==> src/rtl/fetch_ctrl_pkg.sv <==
// Shared types for fetch misprediction recovery: FSM states, predictor
// update entries and the oldest-lane picker.
package fetch_ctrl_pkg;

    localparam int unsigned DEF_DATA_WIDTH  = 32;
    localparam int unsigned DEF_ENTRIES     = 32;
    localparam int unsigned DEF_INDEX_WIDTH = $clog2(DEF_ENTRIES);
    localparam int unsigned DEF_GHIST_WIDTH = DEF_INDEX_WIDTH + 3;
    localparam int unsigned NUM_LANES       = 3;
    localparam int unsigned LANE_IDX_W      = 2;

    typedef enum logic [1:0] {
        IDLE   = 2'd0,
        FLUSH  = 2'd1,
        REFILL = 2'd2
    } fetch_state_e;

    typedef struct packed {
        logic                       is_jalr;
        logic [DEF_DATA_WIDTH-1:0]  pc;
        logic [DEF_DATA_WIDTH-1:0]  target;
        logic [DEF_GHIST_WIDTH-1:0] ghist;
    } upd_entry_t;

    // Lowest set index of a lane mask (lane 0 is oldest); 0 when empty.
    function automatic logic [LANE_IDX_W-1:0] oldest_lane(input logic [NUM_LANES-1:0] mask);
        oldest_lane = '0;
        for (int i = int'(NUM_LANES) - 1; i >= 0; i--) begin
            if (mask[i]) begin
                oldest_lane = LANE_IDX_W'(i);
            end
        end
    endfunction

endpackage

==> src/rtl/pred_update_fifo.sv <==
// Show-ahead predictor update FIFO: up to NUM_LANES pushes per cycle in lane
// order, one pop per cycle; pushes beyond free space are dropped and counted.
module pred_update_fifo
    import fetch_ctrl_pkg::*;
#(
    parameter int unsigned DEPTH = 4
) (
    input  logic                          clk,
    input  logic                          reset,
    input  logic [NUM_LANES-1:0]          push_valid,
    input  upd_entry_t [NUM_LANES-1:0]    push_data,
    input  logic                          pop,
    output logic                          head_valid,
    output upd_entry_t                    head_data,
    output logic [LANE_IDX_W-1:0]         accepted_cnt_c,
    output logic [LANE_IDX_W-1:0]         drop_cnt_c
);

    localparam int unsigned PTR_W = $clog2(DEPTH);
    localparam int unsigned CNT_W = $clog2(DEPTH + 1);
    localparam int unsigned SUM_W = (CNT_W > LANE_IDX_W) ? CNT_W : LANE_IDX_W;

    upd_entry_t                        mem [DEPTH];
    logic [PTR_W-1:0]                  wr_ptr;
    logic [PTR_W-1:0]                  rd_ptr;
    logic [CNT_W-1:0]                  count;

    logic                              pop_c;
    logic [SUM_W-1:0]                  free_c;
    logic [SUM_W-1:0]                  slot_c;
    logic [SUM_W-1:0]                  accepted_c;
    logic [NUM_LANES-1:0]              lane_we_c;
    logic [NUM_LANES-1:0][PTR_W-1:0]   lane_idx_c;

    // A pop frees its slot in the same cycle; valid lanes take consecutive slots.
    always_comb begin
        pop_c      = pop && (count != '0);
        free_c     = SUM_W'(DEPTH) - SUM_W'(count) + SUM_W'(pop_c);
        slot_c     = '0;
        lane_we_c  = '0;
        lane_idx_c = '0;
        for (int i = 0; i < int'(NUM_LANES); i++) begin
            lane_idx_c[i] = wr_ptr + PTR_W'(slot_c);
            if (push_valid[i]) begin
                lane_we_c[i] = (slot_c < free_c);
                slot_c       = slot_c + SUM_W'(1);
            end
        end
        accepted_c     = (slot_c < free_c) ? slot_c : free_c;
        accepted_cnt_c = LANE_IDX_W'(accepted_c);
        drop_cnt_c     = LANE_IDX_W'(slot_c - accepted_c);
    end

    always_ff @(posedge clk) begin
        if (reset) begin
            wr_ptr <= '0;
            rd_ptr <= '0;
            count  <= '0;
            for (int j = 0; j < int'(DEPTH); j++) begin
                mem[j] <= '0;
            end
        end else begin
            for (int i = 0; i < int'(NUM_LANES); i++) begin
                if (lane_we_c[i]) begin
                    mem[lane_idx_c[i]] <= push_data[i];
                end
            end
            wr_ptr <= wr_ptr + PTR_W'(accepted_c);
            rd_ptr <= rd_ptr + PTR_W'(pop_c);
            count  <= CNT_W'(SUM_W'(count) + accepted_c - SUM_W'(pop_c));
        end
    end

    assign head_valid = (count != '0);
    assign head_data  = mem[rd_ptr];

endmodule

==> src/rtl/fetch_recovery_ctrl.sv <==
// Fetch misprediction recovery: redirect/flush of the oldest mispredicting
// lane, decode hold until refill, and serialised predictor updates.
module fetch_recovery_ctrl
    import fetch_ctrl_pkg::*;
#(
    parameter int unsigned DATA_WIDTH       = DEF_DATA_WIDTH,
    parameter int unsigned ENTRIES          = DEF_ENTRIES,
    parameter int unsigned BUFFER_DEPTH     = 16,
    parameter int unsigned UPD_FIFO_DEPTH   = 4,
    parameter int unsigned REFILL_THRESHOLD = 3,
    parameter int unsigned REFILL_TIMEOUT   = 15
) (
    input  logic                              clk,
    input  logic                              reset,
    input  logic [2:0]                        misprediction_i,
    input  logic [2:0]                        update_valid_i,
    input  logic [2:0]                        is_jalr_i,
    input  logic [DATA_WIDTH-1:0]             pc_at_prediction_i_0,
    input  logic [DATA_WIDTH-1:0]             pc_at_prediction_i_1,
    input  logic [DATA_WIDTH-1:0]             pc_at_prediction_i_2,
    input  logic [DATA_WIDTH-1:0]             correct_pc_i_0,
    input  logic [DATA_WIDTH-1:0]             correct_pc_i_1,
    input  logic [DATA_WIDTH-1:0]             correct_pc_i_2,
    input  logic [$clog2(ENTRIES)+2:0]        update_global_history_0,
    input  logic [$clog2(ENTRIES)+2:0]        update_global_history_1,
    input  logic [$clog2(ENTRIES)+2:0]        update_global_history_2,
    input  logic [$clog2(BUFFER_DEPTH):0]     occupancy_i,
    output logic                              redirect_valid_o,
    output logic [DATA_WIDTH-1:0]             redirect_pc_o,
    output logic                              flush_o,
    output logic                              decode_hold_o,
    output logic                              upd_valid_o,
    input  logic                              upd_ready_i,
    output logic                              upd_is_jalr_o,
    output logic [DATA_WIDTH-1:0]             upd_pc_o,
    output logic [DATA_WIDTH-1:0]             upd_target_o,
    output logic [$clog2(ENTRIES)+2:0]        upd_ghist_o,
    output logic [7:0]                        upd_drop_cnt_o,
    output logic [1:0]                        state_o
);

    localparam int unsigned OCC_W  = $clog2(BUFFER_DEPTH) + 1;
    localparam int unsigned RCNT_W = $clog2(REFILL_TIMEOUT + 1);

    fetch_state_e                  state;
    logic [RCNT_W-1:0]             refill_cnt;

    logic                          any_mis_c;
    logic [LANE_IDX_W-1:0]         oldest_c;
    logic [NUM_LANES-1:0]          elig_c;
    upd_entry_t [NUM_LANES-1:0]    push_data_c;
    logic [DATA_WIDTH-1:0]         sel_pc_c;
    logic                          refill_done_c;
    logic [8:0]                    drop_sum_c;

    logic                          fifo_valid;
    upd_entry_t                    fifo_head;
    logic [LANE_IDX_W-1:0]         fifo_acc_c;
    logic [LANE_IDX_W-1:0]         fifo_drop_c;

    // Lanes younger than the oldest mispredict are wrong-path and never pushed.
    always_comb begin
        any_mis_c = |misprediction_i;
        oldest_c  = oldest_lane(misprediction_i);
        elig_c    = '0;
        for (int i = 0; i < int'(NUM_LANES); i++) begin
            elig_c[i] = update_valid_i[i] && (!any_mis_c || (LANE_IDX_W'(i) <= oldest_c));
        end
        push_data_c[0] = '{is_jalr: is_jalr_i[0], pc: pc_at_prediction_i_0,
                           target: correct_pc_i_0, ghist: update_global_history_0};
        push_data_c[1] = '{is_jalr: is_jalr_i[1], pc: pc_at_prediction_i_1,
                           target: correct_pc_i_1, ghist: update_global_history_1};
        push_data_c[2] = '{is_jalr: is_jalr_i[2], pc: pc_at_prediction_i_2,
                           target: correct_pc_i_2, ghist: update_global_history_2};
        case (oldest_c)
            2'd0:    sel_pc_c = correct_pc_i_0;
            2'd1:    sel_pc_c = correct_pc_i_1;
            default: sel_pc_c = correct_pc_i_2;
        endcase
        refill_done_c = (occupancy_i >= OCC_W'(REFILL_THRESHOLD)) ||
                        (refill_cnt == RCNT_W'(REFILL_TIMEOUT - 1));
        drop_sum_c    = {1'b0, upd_drop_cnt_o} + 9'(fifo_drop_c);
    end

    pred_update_fifo #(
        .DEPTH          (UPD_FIFO_DEPTH)
    ) u_upd_fifo (
        .clk            (clk),
        .reset          (reset),
        .push_valid     (elig_c),
        .push_data      (push_data_c),
        .pop            (upd_valid_o & upd_ready_i),
        .head_valid     (fifo_valid),
        .head_data      (fifo_head),
        .accepted_cnt_c (fifo_acc_c),
        .drop_cnt_c     (fifo_drop_c)
    );

    // Recovery FSM; a new mispredict in any state restarts at FLUSH.
    always_ff @(posedge clk) begin
        if (reset) begin
            state            <= IDLE;
            refill_cnt       <= '0;
            redirect_valid_o <= 1'b0;
            flush_o          <= 1'b0;
            redirect_pc_o    <= '0;
            decode_hold_o    <= 1'b0;
            upd_drop_cnt_o   <= '0;
        end else begin
            redirect_valid_o <= 1'b0;
            flush_o          <= 1'b0;
            upd_drop_cnt_o   <= drop_sum_c[8] ? 8'hFF : drop_sum_c[7:0];
            if (any_mis_c) begin
                state            <= FLUSH;
                redirect_valid_o <= 1'b1;
                flush_o          <= 1'b1;
                redirect_pc_o    <= sel_pc_c;
                decode_hold_o    <= 1'b1;
            end else begin
                case (state)
                    FLUSH: begin
                        state         <= REFILL;
                        refill_cnt    <= '0;
                        decode_hold_o <= 1'b1;
                    end
                    REFILL: begin
                        if (refill_done_c) begin
                            state         <= IDLE;
                            decode_hold_o <= 1'b0;
                        end else begin
                            refill_cnt    <= refill_cnt + RCNT_W'(1);
                            decode_hold_o <= 1'b1;
                        end
                    end
                    default: begin
                        state         <= IDLE;
                        decode_hold_o <= 1'b0;
                    end
                endcase
            end
        end
    end

    // Every eligible lane is either accepted or dropped.
    assert property (@(posedge clk) disable iff (reset)
        (3'(fifo_acc_c) + 3'(fifo_drop_c)) == 3'($countones(elig_c)));

    assign state_o       = state;
    assign upd_valid_o   = fifo_valid;
    assign upd_is_jalr_o = fifo_head.is_jalr;
    assign upd_pc_o      = fifo_head.pc;
    assign upd_target_o  = fifo_head.target;
    assign upd_ghist_o   = fifo_head.ghist;

endmodule

==> config.mk <==
export PLATFORM = sky130hd
export DESIGN_NAME = fetch_recovery_ctrl
export DESIGN_NICKNAME = d
export VERILOG_FILES = /design/src/rtl/fetch_ctrl_pkg.sv /design/src/rtl/pred_update_fifo.sv /design/src/rtl/fetch_recovery_ctrl.sv
export SDC_FILE = /design/constraint.sdc
export NUM_CORES = 1
export LEC_CHECK = 0
export BUFFER_PORTS_ARGS = -buffer_cell sky130_fd_sc_hd__clkbuf_2
export CAP_MARGIN = 15
export CELL_PAD_IN_SITES_DETAIL_PLACEMENT = 0
export CELL_PAD_IN_SITES_GLOBAL_PLACEMENT = 2
export CORE_ASPECT_RATIO = 0.7
export CORE_MARGIN = 2
export CORE_UTILIZATION = 32
export DETAILED_ROUTE_END_ITERATION = 8
export GPL_TIMING_DRIVEN = 0
export HOLD_SLACK_MARGIN = 0.05
export PLACE_DENSITY_LB_ADDON = 0.1
export SKIP_LAST_GASP = 1
export SLEW_MARGIN = 10
export SYNTH_ARGS = -nofsm -noshare
export SYNTH_HDL_FRONTEND = slang
export SYNTH_SLANG_ARGS = --single-unit
export TNS_END_PERCENT = 10
==> constraint.sdc <==
create_clock -name clk -period 5.73 [get_ports clk]
set_input_delay 0 -clock clk [delete_from_list [all_inputs] [get_ports clk]]
set_output_delay 0 -clock clk [all_outputs]
set_load 0.02 [all_outputs]
==> impl_metrics.csv <==
group,metric,value,unit
global_route,grt_first_pass_wirelength,144,mm
worst_setup_path,cpMostUsedCell,"ha_1",
global_route,grt_overflow,0,
cts,ctsRootBufferMaster,"clkbuf_16",
power_and_ir_drop,power_frac_seq,33.8,%
sta,finalHoldViolations,0,
worst_setup_path,cp_max_fo,11,
synth,ys_ff_latch,347,
cts,h-tree-depth,2,
worst_setup_path,cp_slowest_cell,"clkbuf_1",
global_route,antenna_found_initial,12,
cts,cts_buffer_depth,3,
power_and_ir_drop,p_int,7.02,mW
job,drv_cap,0,
cts,cts_sinks,347,
synth,yosys_warnings,0,
finish,drive_above_1_share,20.4,%
global_route,grt_pass1_vias,21000,
worst_hold_path,min_path_type,"primary input to flop",
worst_setup_path,arrival,5.84,ns
worst_setup_path,regToRegStartpoint,"u_upd_fifo.count[2]",
cts,cts_tree,"done",
worst_hold_path,hold_path_end,"refill_cnt[1]",
route,drtAntennaViolNets,0,
synth,syn-cell-area,20200,um2
synth,yosys_most_used_dff,"edfxtp_1",
floorplanning,die_x,304,um
synth,ys_types,54,
sta,slew_viol_final,0,
sta,slew_headroom,15.4,%
global_route,grt_max_degree,19,
power_and_ir_drop,power_density,383,nW/um2
route,viasPerCell,5.77,
finish,fin_nets,3104,
sta,max_slew.worst_pin.slew,1.26,ns
cts,cts_resized,0,
floorplanning,die_y,214,um
worst_hold_path,hold_start,"occupancy_i[1]",
route,wire_per_inst,27.0,um
worst_setup_path,worst-endpoint-required,6.06,ns
route,drtIter0Drc,2401,
cts,path_clk_slew,0.06,ns
route,drt-total-wl,100,mm
worst_setup_path,end_kind,"flop",
synth,syn_nets,2314,
placed_design,dp.final_hpwl,66.9,mm
worst_hold_path,hold_depth,5,
worst_setup_path,cpPeakStageDelay,0.90,ns
floorplanning,core,61900,um2
worst_setup_path,reg2regPathDepth,16,
sta,layout_min_cycle_time,5.51,ns
synth,avgSynthCellArea,9.80,um2
finish,area_growth,41.6,%
global_route,grtUsageTotal,29.8,%
cts,post-cts-setup-buffers,0,
floorplanning,rows,76,
cts,clock_latency,0.60,ns
power_and_ir_drop,power_switching,3.91,mW
placed_design,finalWeightedCongestion,0.860,
route,first_pass_iters,6,
worst_setup_path,rr_endpoint,"u_upd_fifo.mem[1][47]",
placed_design,port-buffer-count,349,
cts,cts_buffers,40,
synth,synth_cells,2058,
power_and_ir_drop,combPwrFrac,39.5,%
sta,fin_worst_skew,0.0219,ns
synth,synth-seq-area-share,48.9,%
finish,post-route-util,46.1,%
route,drc,0,
sta,tns,0,ns
floorplanning,die-area,65100,um2
floorplanning,io_pins,352,
worst_setup_path,cp-start-kind,"flop",
sta,worst_hold_slack,0.0684,ns
power_and_ir_drop,vdd.ir_drop.worst,0.000212,V
sta,finalCritPeriodShare,96.1,%
placed_design,dpl_cell_area,23400,um2
power_and_ir_drop,clockPowerShare,26.7,%
sta,timing.fmax,182,MHz
worst_setup_path,crit_chain,"or3_1 -> nand2_1 -> ha_1 -> inv_1 -> ha_1 -> inv_1 -> ha_1 -> o21a_1 -> o21a_1 -> nand4b_1 -> clkbuf_1 -> clkbuf_1 -> nand4_1 -> buf_8 -> buf_6 -> buf_6",
status,status,"finished clean",
sta,rsz0062_at_grt,"false",
route,vias,21400,
power_and_ir_drop,power_leakage,11.1,nW
cts,cts_hold_repair.buffers,363,
floorplanning,initial_core_util,32.6,%
worst_setup_path,r2r_setup_slack,0.22,ns
synth,async_reset_ff_share,0,%
finish,stdcell_area,28600,um2
sta,final-setup-viol-count,0,
power_and_ir_drop,p_sw_share,35.8,%
synth,synth_edf_count,292,
worst_setup_path,crit_type,"flop to flop",
[kinds of logic after synthesis]
| kind of cell | count (synthesis) | share of synthesized area, % |
|---|---|---|
| muxes | 110 | 10.0 |
| buffers and inverters | 212 | 4.64 |
| xor gates and xnor gates | 19 | 0.863 |
| DFF | 347 | 48.9 |
| AOI/OAI and AO/OA | 434 | 14.7 |
| adders and majority gates | 23 | 1.50 |
| and+or+nand+nor | 913 | 19.4 |
[power by group through the flow]
stage | combinational (mW) | sequential, mW | clock [mW]
after floorplan | 2.30 | 3.74 | 0
after global placement | 3.72 | 3.82 | 0
after detailed placement | 3.91 | 3.75 | 0
after CTS | 4.26 | 3.70 | 2.94
after global routing | 4.55 | 3.75 | 3.03
final | 4.32 | 3.70 | 2.92
[placed cells by master (no fill, tap or decap), types with 4 or more instances in the layout]
cell,count
a211oi_1,8
a21oi_1,7
a22o_1,32
a31oi_1,250
buf_1,24
buf_2,39
buf_6,29
buf_8,13
bufinv_16,9
clkbuf_1,125
clkbuf_16,41
clkbuf_2,349
clkinv_1,5
dfxtp_1,55
diode_2,4
dlygate4sd3_1,363
edfxtp_1,292
ha_1,21
inv_1,16
mux2i_1,36
mux4_2,73
nand2_1,346
nand3_1,256
nand4_1,4
nor2_1,268
nor2b_1,6
nor3_1,6
o21a_1,48
o21ai_0,36
o311ai_0,19
o311ai_1,25
xnor2_1,12
xor2_1,6
[sequential cells by signal, indices dropped and copies added, names as in the netlist]
| name | flops |
|---|---|
| u_upd_fifo.wr_ptr | 2 |
| decode_hold_o | 1 |
| u_upd_fifo.rd_ptr | 2 |
| u_upd_fifo.count | 3 |
| flush_o | 1 |
| redirect_pc_o | 32 |
| state_o | 2 |
| u_upd_fifo.mem | 292 |
| upd_drop_cnt_o | 8 |
| refill_cnt | 4 |
[layout make-up]
| class | instances | area (um2) |
|---|---|---|
| fill | 5925 | 33300 |
| sequential | 347 | 9870 |
| multi-input combinational | 1499 | 9400 |
| timing repair buffer | 748 | 5880 |
| clock buffer | 50 | 1090 |
| tap | 819 | 1020 |
| buffer | 195 | 871 |
| clock inverter | 22 | 349 |
| inverter | 17 | 63.8 |
| antenna | 4 | 10.0 |
[critical path, delay by kind of cell, from the launching register on]
kind | cells | cell delay (ns)
AOI/OAI and AO/OA | 2 | 0.28
and+or+nand+nor | 4 | 1.39
DFF | 1 | 0.35
buffers and inverters | 7 | 2.42
adders and majority gates | 3 | 0.80
[per-layer routing]
layer / share of wire, % / vias to the layer above / GRT usage (%)
li1: - / 9322 / -
met1: 43 / 10500 / 41.3
met2: 45 / 1321 / 46.2
met3: 10 / 200 / 6.89
met4: 2.5 / 16 / 9.04
met5: 0.10 / - / 0
[metrics by stage]
| stage | worst slack, ns | instances | power [mW] |
|---|---|---|---|
| after floorplan | -0.136 | 2058 | 6.04 |
| after global placement | -4.84 | 3226 | 7.54 |
| after detailed placement | 0.368 | 3260 | 7.65 |
| after CTS | 0.358 | 3695 | 10.9 |
| after global routing | 0.143 | 3698 | 11.3 |
| final | 0.222 | 3701 | 10.9 |
[cells in the mapped netlist (all sizes together) (3+ instances only)]
cell,instances,area share (%)
a22o,32,1.4
xnor2,13,0.60
a31oi,250,7.8
nor2b,6,0.19
and3,3,0.093
inv,16,0.30
dfxtp,55,5.5
ha,21,1.3
a211oi,10,0.42
mux4,73,8.2
or3,4,0.15
xor2,6,0.26
mux2i,36,1.8
nand3,256,6.4
edfxtp,292,43
or3b,4,0.19
clkbuf,119,2.2
nor3,6,0.15
buf,76,2.1
o21a,48,1.8
nand2,346,6.4
nand4,4,0.12
o311ai,44,1.9
nor3b,3,0.11
a21oi,7,0.17
o21ai,36,0.89
nor2,268,5.0
[worst max-delay path by stage]
| stage | from | endpoint | depth (start not counted) |
|---|---|---|---|
| after floorplan | u_upd_fifo.count[2] | u_upd_fifo.mem[1][0] | 13 |
| after global placement | u_upd_fifo.count[2] | u_upd_fifo.mem[1][29] | 13 |
| after detailed placement | u_upd_fifo.count[2] | u_upd_fifo.mem[1][27] | 16 |
| after CTS | u_upd_fifo.count[2] | u_upd_fifo.mem[1][47] | 16 |
| after global routing | u_upd_fifo.count[2] | u_upd_fifo.mem[1][30] | 16 |
| final | u_upd_fifo.count[2] | u_upd_fifo.mem[1][47] | 16 |
(Power assumes the default switching activity.)
